===== src/rtl/wbi_sched_pkg.sv =====
// Shared types and constants for the four-master Wishbone-style scheduler.
// Holds the command FSM state encoding and the master count and index width.
package wbi_sched_pkg;

    localparam int NM = 4;
    localparam int MW = 2;

    typedef enum logic [1:0] {
        IDLE  = 2'd0,
        HOLD  = 2'd1,
        BURST = 2'd2
    } sched_state_t;

endpackage


===== src/rtl/wbi_rr_arb4.sv =====
// Four-way round-robin selector: picks the first requester after 'last'.
// Ports: req (requests), last (previous winner) -> gnt (winner index), any.
module wbi_rr_arb4
    import wbi_sched_pkg::*;
(
    input  logic [NM-1:0] req,
    input  logic [MW-1:0] last,
    output logic [MW-1:0] gnt,
    output logic          any
);

    logic [MW-1:0] w_idx;

    // Walk from lowest to highest priority so the nearest
    // requester after 'last' overwrites the others.
    always_comb begin
        gnt   = '0;
        w_idx = '0;
        for (int i = NM; i >= 1; i--) begin
            w_idx = last + MW'(i);
            if (req[w_idx]) gnt = w_idx;
        end
    end

    assign any = |req;

endmodule


===== src/rtl/wbi_cmd_sched.sv =====
// Command scheduler: arbitrates four masters onto one daisy-chain command
// port (IDLE/HOLD/BURST FSM) and routes daisy-chain responses back by tid.
// Ports: mclk/reset_n, wbm_cmd_* (masters in), wbd_cmd_* (chain out),
// wbd_res_* (chain responses in), wbm_res_* (responses to masters).
module wbi_cmd_sched
    import wbi_sched_pkg::*;
#(
    parameter int AW = 32,
    parameter int DW = 32,
    parameter int BW = 4,
    parameter int BL = 10
) (
    input  logic              mclk,
    input  logic              reset_n,
    input  logic [3:0]        wbm_cmd_wval_i,
    output logic [3:0]        wbm_cmd_wrdy_o,
    input  logic [4*AW-1:0]   wbm_cmd_adr_i,
    input  logic [3:0]        wbm_cmd_we_i,
    input  logic [4*DW-1:0]   wbm_cmd_dat_i,
    input  logic [4*BW-1:0]   wbm_cmd_sel_i,
    input  logic [15:0]       wbm_cmd_tid_i,
    input  logic [4*BL-1:0]   wbm_cmd_bl_i,
    input  logic [3:0]        wbm_res_rrdy_i,
    output logic [3:0]        wbm_res_rval_o,
    output logic [DW-1:0]     wbm_res_dat_o,
    output logic              wbm_res_ack_o,
    output logic              wbm_res_lack_o,
    output logic              wbm_res_err_o,
    output logic [3:0]        wbm_res_tid_o,
    input  logic              wbd_cmd_wrdy_i,
    output logic              wbd_cmd_wval_o,
    output logic [AW-1:0]     wbd_cmd_adr_o,
    output logic              wbd_cmd_we_o,
    output logic [DW-1:0]     wbd_cmd_dat_o,
    output logic [BW-1:0]     wbd_cmd_sel_o,
    output logic [3:0]        wbd_cmd_tid_o,
    output logic [BL-1:0]     wbd_cmd_bl_o,
    output logic              wbd_res_rrdy_o,
    input  logic              wbd_res_rval_i,
    input  logic [DW-1:0]     wbd_res_dat_i,
    input  logic              wbd_res_ack_i,
    input  logic              wbd_res_lack_i,
    input  logic              wbd_res_err_i,
    input  logic [3:0]        wbd_res_tid_i
);

    sched_state_t  r_state;
    sched_state_t  w_nstate;
    logic [MW-1:0] r_last;
    logic [MW-1:0] r_gnt;
    logic [BL-1:0] r_cnt;

    logic [MW-1:0] w_arb_gnt;
    logic          w_arb_any;
    logic [MW-1:0] w_gnt;
    logic          w_val;
    logic          w_hs;
    logic          w_first;
    logic          w_burst;
    logic [BL-1:0] w_bl;
    logic [MW-1:0] w_rix;
    logic          w_unused_tid;

    wbi_rr_arb4 u_arb (
        .req  (wbm_cmd_wval_i),
        .last (r_last),
        .gnt  (w_arb_gnt),
        .any  (w_arb_any)
    );

    // State register
    always_ff @(posedge mclk) begin
        if (!reset_n) r_state <= IDLE;
        else          r_state <= w_nstate;
    end

    // Next-state logic
    always_comb begin
        w_nstate = r_state;
        unique case (r_state)
            IDLE, HOLD: begin
                if (w_hs)       w_nstate = w_burst ? BURST : IDLE;
                else if (w_val) w_nstate = HOLD;
            end
            BURST: begin
                if (w_hs && r_cnt == BL'(1)) w_nstate = IDLE;
            end
            default: w_nstate = IDLE;
        endcase
    end

    // Output logic: live arbitration in IDLE, frozen/locked grant otherwise
    always_comb begin
        w_gnt = w_arb_gnt;
        w_val = w_arb_any;
        unique case (r_state)
            IDLE: ;
            HOLD, BURST: begin
                w_gnt = r_gnt;
                w_val = wbm_cmd_wval_i[r_gnt];
            end
            default: ;
        endcase
    end

    assign w_hs    = w_val & wbd_cmd_wrdy_i;
    assign w_first = w_hs & (r_state != BURST);
    assign w_bl    = wbm_cmd_bl_i[BL*int'(w_gnt) +: BL];
    // bl of 0 or 1 is a single beat
    assign w_burst = wbm_cmd_we_i[w_gnt] & (w_bl > BL'(1));

    always_ff @(posedge mclk) begin
        if (!reset_n) begin
            r_last <= MW'(NM - 1);
            r_gnt  <= '0;
            r_cnt  <= '0;
        end else begin
            if (r_state != BURST) r_gnt <= w_gnt;
            if (w_first) begin
                r_last <= w_gnt;
                if (w_burst) r_cnt <= w_bl - BL'(1);
            end else if (w_hs) begin
                r_cnt <= r_cnt - BL'(1);
            end
        end
    end

    assign wbd_cmd_wval_o = w_val;
    assign wbd_cmd_adr_o  = wbm_cmd_adr_i[AW*int'(w_gnt) +: AW];
    assign wbd_cmd_we_o   = wbm_cmd_we_i[w_gnt];
    assign wbd_cmd_dat_o  = wbm_cmd_dat_i[DW*int'(w_gnt) +: DW];
    assign wbd_cmd_sel_o  = wbm_cmd_sel_i[BW*int'(w_gnt) +: BW];
    assign wbd_cmd_bl_o   = w_bl;
    // Upper tid bits carry the master index for response routing
    assign wbd_cmd_tid_o  = {w_gnt, wbm_cmd_tid_i[4*int'(w_gnt) +: 2]};
    assign wbm_cmd_wrdy_o = (wbd_cmd_wrdy_i & w_val) ? (4'b0001 << w_gnt)
                                                     : 4'b0000;

    assign w_unused_tid = ^{wbm_cmd_tid_i[15:14], wbm_cmd_tid_i[11:10],
                            wbm_cmd_tid_i[7:6], wbm_cmd_tid_i[3:2]};

    // Response path is independent of the command FSM
    assign w_rix          = wbd_res_tid_i[3:2];
    assign wbm_res_rval_o = wbd_res_rval_i ? (4'b0001 << w_rix) : 4'b0000;
    assign wbd_res_rrdy_o = wbm_res_rrdy_i[w_rix];
    assign wbm_res_dat_o  = wbd_res_dat_i;
    assign wbm_res_ack_o  = wbd_res_ack_i;
    assign wbm_res_lack_o = wbd_res_lack_i;
    assign wbm_res_err_o  = wbd_res_err_i;
    assign wbm_res_tid_o  = {2'b00, wbd_res_tid_i[1:0]};

endmodule


===== config.mk =====
export PLATFORM = sky130hd
export DESIGN_NAME = wbi_cmd_sched
export DESIGN_NICKNAME = d
export VERILOG_FILES = /design/src/rtl/wbi_sched_pkg.sv /design/src/rtl/wbi_rr_arb4.sv /design/src/rtl/wbi_cmd_sched.sv
export SDC_FILE = /design/constraint.sdc
export NUM_CORES = 1
export LEC_CHECK = 0
export ABC_AREA = 1
export BUFFER_PORTS_ARGS = -buffer_cell sky130_fd_sc_hd__buf_2
export CORE_AREA = 2 2 199 201
export DETAILED_ROUTE_END_ITERATION = 16
export DIE_AREA = 0 0 201 203
export PLACE_DENSITY = 0.43
export RECOVER_POWER = 25
export SYNTH_ARGS = -nofsm -noshare
export SYNTH_HDL_FRONTEND = slang
export SYNTH_SLANG_ARGS = --single-unit

===== constraint.sdc =====
create_clock -name mclk -period 2.8 [get_ports mclk]
set_clock_uncertainty 0.05 [all_clocks]
set_input_delay 0.28 -clock mclk [delete_from_list [all_inputs] [get_ports mclk]]
set_output_delay 0.28 -clock mclk [all_outputs]
set_load 0.02 [all_outputs]

==> summary.txt, run 1 <==
CTS tree = yes
Residual DRC = 0
CP cell instances = buf_6, o21ai_4, nand2_1, nand2_1, inv_1, nand2_2, a21oi_4, buf_6, buf_12, clkbuf_16, nand4_1, nand2_2, nor2_4, nand3_4, nor2_4, nand2_2, buf_4, buf_6, buf_4, nand3_2, a21oi_2
Global route overflow = 0
Vias per Instance = 4.226
Max Cap Viol = 0
Slew Viols, Final = 0
Final Setup Violations = 8
Antenna Nets Post-Route = 0
Register Area = 329.1 µm²
Cell Count, Final, Fillers Out = 1687
Total number of vias = 7130
Initial DRT Pass Iterations = 4
WL/cell = 19.29 µm
Inst Count DP = 1638
Final Critical Period = 2.830 ns
Yosys top cell by area = nand3_1
Setup WS post-layout = -0.02974 ns
Total Die Area = 40800 µm²
Count leader, synth = nand3_1
Final WL = 32.55 mm
GPL Wtd Cong = 0.9213
Post-Place Setup Slack = -0.3253 ns
Outcome = finished, violations left
Fin Setup TNS = -0.1271 ns
Synth top area share = 23.43%
Synth top cells by count = nand3_1, nand2_1, a22oi_1
Fin nets = 1559
Boundary Pins = 515
Post-synthesis sequential area ratio = 8.104%
Core footprint = 38470 µm²
Cell family with the largest share of critical-path delay = simple AND/OR/NAND/NOR gates
Highest clock rate = 353.4 MHz
EDFF count, synth = 0
Placed Area = 6843 µm²
Chip Width = 201 µm
RSZ-0062 raised after global routing = yes
Clock sink total = 16
Synthesis Warnings = 0
Final Hold Viols = 0
Post-synth cell types = 33
Synth Flop Type = dfxtp_1
Final Cycle Share = 101.1%
Worst-skew pair later-pin latency = 0.25 ns
Initial DRC Count = 308
CP Buf/Inv Count = 8
Worst path slowest cell = dfxtp_4
Syn Inst Count = 709
H-Tree Depth = 1
Initial core utilization = 10.28%
Crit path arrival time = 2.91 ns
Clock buffer depth = 2
Main area contributors after synthesis = nand3_1, nand2_1, a22oi_1
Final instance area = 8999 µm²
Area delta synth->final = 127.7%
CTS buffer count = 3
Die height = 203 µm
Vias in the first global route = 7007
Filler cells = 4374
Hold Crit Class = in -> reg
GRT Overall Usage = 14.15%
Rows = 72
Critical Path Source Type = flip-flop
Initial antenna violation count = 5
Ys async rst share = 0%
CP Max Fanout = 7
Number of buffers added on ports = 430
Area of the multi-input gates = 3856 µm²
Worst-path clk slew = 0.06 ns
CP Capture Type = flip-flop
Synthesis-stage register bit count = 16
Syn_area_per_cell = 5.575 µm²
CP peak stage delay = 0.38 ns
Largest net degree at the start of global routing = 48
Failing checks = negative setup slack
First-pass GRT wire length = 44.05 mm
Share of post-route cells with drive strength above 1 = 64.13%
Detailed placer's ending HPWL = 24.54 mm
Root buffer cell = clkbuf_16
CP required = 2.88 ns
WS Path Type = reg -> reg
Mapped Area = 3953 µm²
==> routing by layer <==
layer / global-route usage [%] / share of wire, %
met5: 0 / 0
met4: 3.942 / 3.1
met3: 3.547 / 7.0
met2: 25.56 / 50
met1: 16.50 / 40
==> worst min-delay path: cells and delay by family <==
kind | cells | cell delay, ns
buf+inv | 1 | 0.18
simple gates | 2 | 0.11
==> per-stage QoR <==
step	hold slack (ns)	util (%)
after global placement	0.4331	17.79
final	0.3134	23.39
after detailed placement	0.4444	17.79
after floorplan	0.3438	-
after CTS	0.3081	20.23
after global routing	0.3409	23.39
==> cell families (layout without fill, tap and decap cells) <==
group	count (synthesis)	after routing	share of synthesized area (%)
xor gates and xnor gates	9	9	1.994
and+or+nand+nor	444	445	52.26
AOI/OAI and AO/OA	104	104	18.08
buffers and inverters	128	585	17.25
DFF	16	16	8.104
other	1	3	0.09488
adders and majority gates	7	7	2.216
==> timing repair <==
action | in CTS | in global routing
resized for setup | 140 | 221
setup buffers | 16 | 15
pin swaps | 40 | 76
setup endpoints to repair | 90 | 90
cloned | 7 | 8
hold buffers | 0 | 0
==> worst paths after layout <==
check	startpoint	end	slack, ns	depth (start not counted)
max	r_last[0]	r_state[1]	-0.03	21
min	reset_n	r_cnt[6]	0.31	3
max reg2reg	r_last[0]	r_state[1]	-0.03	21
min reg2reg	r_state[1]	r_state[1]	0.44	2
==> flip-flops by register name (all words and copies together), names as in the netlist <==
signal	count
r_cnt	10
r_state	2
r_last	2
r_gnt	2
==> area by class of cell <==
cell class,count,share of cell area (%)
multi-input cells,567,42.85
well taps,518,7.202
flip-flops and latches,16,3.657
inverters,41,1.905
clock buffers,4,0.9872
diodes,1,0.02781
repair buffers,540,43.37
==> placed cells by master, fill, tap and decap left out, types with 3 or more instances in the layout <==
| cell type | n |
|---|---|
| a21oi_1 | 7 |
| buf_8 | 4 |
| buf_4 | 69 |
| a22oi_2 | 44 |
| buf_16 | 10 |
| nand3_4 | 7 |
| nand3_2 | 64 |
| ha_4 | 3 |
| clkbuf_16 | 10 |
| nor2_1 | 25 |
| nand4_1 | 14 |
| nor3_1 | 8 |
| nand2_2 | 31 |
| nand3_1 | 116 |
| nand2_1 | 148 |
| nor2_4 | 13 |
| buf_2 | 373 |
| o21ai_0 | 9 |
| xor2_1 | 7 |
| buf_6 | 61 |
| a22oi_1 | 27 |
| dfxtp_1 | 13 |
| ha_1 | 4 |
| inv_2 | 7 |
| nand2_4 | 7 |
| a21oi_2 | 8 |
| inv_1 | 29 |
| buf_12 | 16 |
| nor2_2 | 3 |
Power of run 1 is not shown: default switching activity piles up to over one toggle a cycle in this logic, so the estimate is an artifact.
==> run 2: changes to the inputs <==
--- a/config.mk
+++ b/config.mk
@@ -6,7 +6,7 @@
 export NUM_CORES = 1
 export LEC_CHECK = 0
 export ABC_AREA = 1
-export BUFFER_PORTS_ARGS = -buffer_cell sky130_fd_sc_hd__buf_2
+export BUFFER_PORTS_ARGS = -buffer_cell sky130_fd_sc_hd__buf_4
 export CORE_AREA = 2 2 199 201
 export DETAILED_ROUTE_END_ITERATION = 16
 export DIE_AREA = 0 0 201 203
==> summary.txt, run 2 (same netlist as run 1, synthesis figures left out) <==
Outcome = finished, violations left
Failing checks = negative setup slack
Max Cap Viol = 0
H-Tree Depth = 1
WL/cell = 20.83 µm
Core footprint = 38470 µm²
Cts hold-fix bufs = 0
Vias in the first global route = 6853
CP most frequent cell = nand2_2
Final Setup Violations = 68
CP Capture Type = output pin
CTS buffer count = 3
Boundary Pins = 515
Largest net degree at the start of global routing = 48
Root buffer cell = clkbuf_16
Clock buffer depth = 2
Post-Place Setup Slack = -0.3034 ns
Total number of vias = 7153
Critical R2R Capture = r_cnt[2]
Die height = 203 µm
Layout Utilization = 26.62%
Critical Path Source Type = flip-flop
GPL Wtd Cong = 0.8505
Largest register by flop count = r_cnt
Setup WS post-layout = -0.2111 ns
Diode count = 0
Most common cell after layout, fill and taps aside = buf_4
Share of post-route cells with drive strength above 1 = 63.63%
Register-to-Register Setup Slack = -0.13 ns
Highest clock rate = 332.1 MHz
Slew Viols, Final = 0
Crit path arrival time = 2.68 ns
Vias per Instance = 4.200
CP cell instances = buf_6, nand2_2, nand3_2, nand2_1, inv_1, nand2_2, nand2_2, nand2_2, nand3_4, nand2_8, nor2_4, buf_6, clkbuf_16, buf_12, clkbuf_16, a22oi_2, nand3_1, buf_6
Chip Width = 201 µm
Clock sink total = 16
CTS tree = yes
Global route overflow = 0
Antenna Nets Post-Route = 0
Reg2reg start = r_last[0]
Initial antenna violation count = 1
Reg2reg path depth = 24
Final WL = 35.48 mm
Hold Crit Class = in -> reg
CP Max Fanout = 8
Area delta synth->final = 159.1%
Fin nets = 1577
Met2 Wirelength = 17.37 mm
Final Critical Period = 3.011 ns
CP required = 2.47 ns
Initial DRT Pass Iterations = 4
Most frequent cells in the layout = buf_4, nand2_1, nand3_1
Total Die Area = 40800 µm²
WS Path Type = reg -> out
First-pass GRT wire length = 43.10 mm
Top layer in use = met4
Rows = 72
Initial DRC Count = 290
Met3 wire length = 2.807 mm
Launch point of the worst path = r_last[0]
Residual DRC = 0
Max FFs per register = 10
GRT Overall Usage = 13.86%
Worst-skew pair later-pin latency = 0.25 ns
Initial core utilization = 10.28%
Hold Startpoint = reset_n
Detailed placer's ending HPWL = 25.01 mm
CP peak stage delay = 0.37 ns
Hold Path End = r_cnt[0]
Metal-1 WL = 14.44 mm
Hold path cells = 3
Worst-path clk slew = 0.05 ns
RSZ-0062 raised after global routing = yes
Number of buffers added on ports = 430
Worst path slowest cell = dfxtp_4
Final Hold Viols = 0
Final Cycle Share = 107.5%
## run 2: cell count changes in the layout (fill, tap and decap cells not counted), moves of 5 or more
cell / change
nand3_4: -5
buf_4: +345
clkbuf_16: +12
nand3_1: +30
buf_6: +36
buf_2: -373
nand3_2: -25
a22oi_1: -24
a22oi_2: +24
## run 2: how the worst max path moves through the flow
stage | to | slack [ns] | cells past startpoint
after detailed placement | r_cnt[7] | -0.30 | 24
after global placement | r_cnt[6] | -0.26 | 23
final | wbd_cmd_tid_o[0] | -0.21 | 18
after floorplan | r_cnt[5] | -0.19 | 25
after CTS | r_cnt[7] | -0.08 | 24
after global routing | wbd_cmd_tid_o[0] | -0.33 | 18
## run 2: layout make-up
type | instances | area (µm²)
fill | 4278 | 28230
timing repair buffer | 559 | 5296
multi-input combinational | 566 | 3727
tap | 518 | 648.1
sequential | 16 | 329.1
inverter | 41 | 163.9
clock buffer | 3 | 75.07
## run 2: metal layers
| metal | track usage (%) | up-vias |
|---|---|---|
| li1 | - | 3381 |
| met1 | 16.07 | 3394 |
| met2 | 25.36 | 344 |
| met3 | 3.772 | 34 |
| met4 | 2.937 | 0 |
| met5 | 0 | - |
## run 2: stage by stage
| step | hold slack (ns) | instance area (µm²) | instances | setup TNS (ns) |
|---|---|---|---|---|
| finish | 0.2718 | 10240 | 1703 | -3.547 |
| global route | 0.2766 | 10240 | 1703 | -13.56 |
| CTS | 0.2635 | 8338 | 1646 | -0.7197 |
| detailed placement | 0.4325 | 7944 | 1638 | -4.243 |
| global placement | 0.4258 | 7944 | 1638 | -4.562 |
| floorplan | 0.3438 | 4015 | 710 | -1.590 |
## run 2: timing repair
item                                    in CTS  in global routing
pin swaps                                    6                 62
resized for setup                           49                261
endpoints found under the setup margin      90                 92
setup buffers                                2                 30
gates cloned                                 3                 27
## run 2: worst max-delay path: cells and delay by family (launching register included)
kind | cells | cell delay (ns)
AOI/OAI and AO/OA | 1 | 0.26
DFF | 1 | 0.37
buffers and inverters | 7 | 0.95
and+or+nand+nor | 10 | 0.85
Power of run 2 is left out for the same reason.
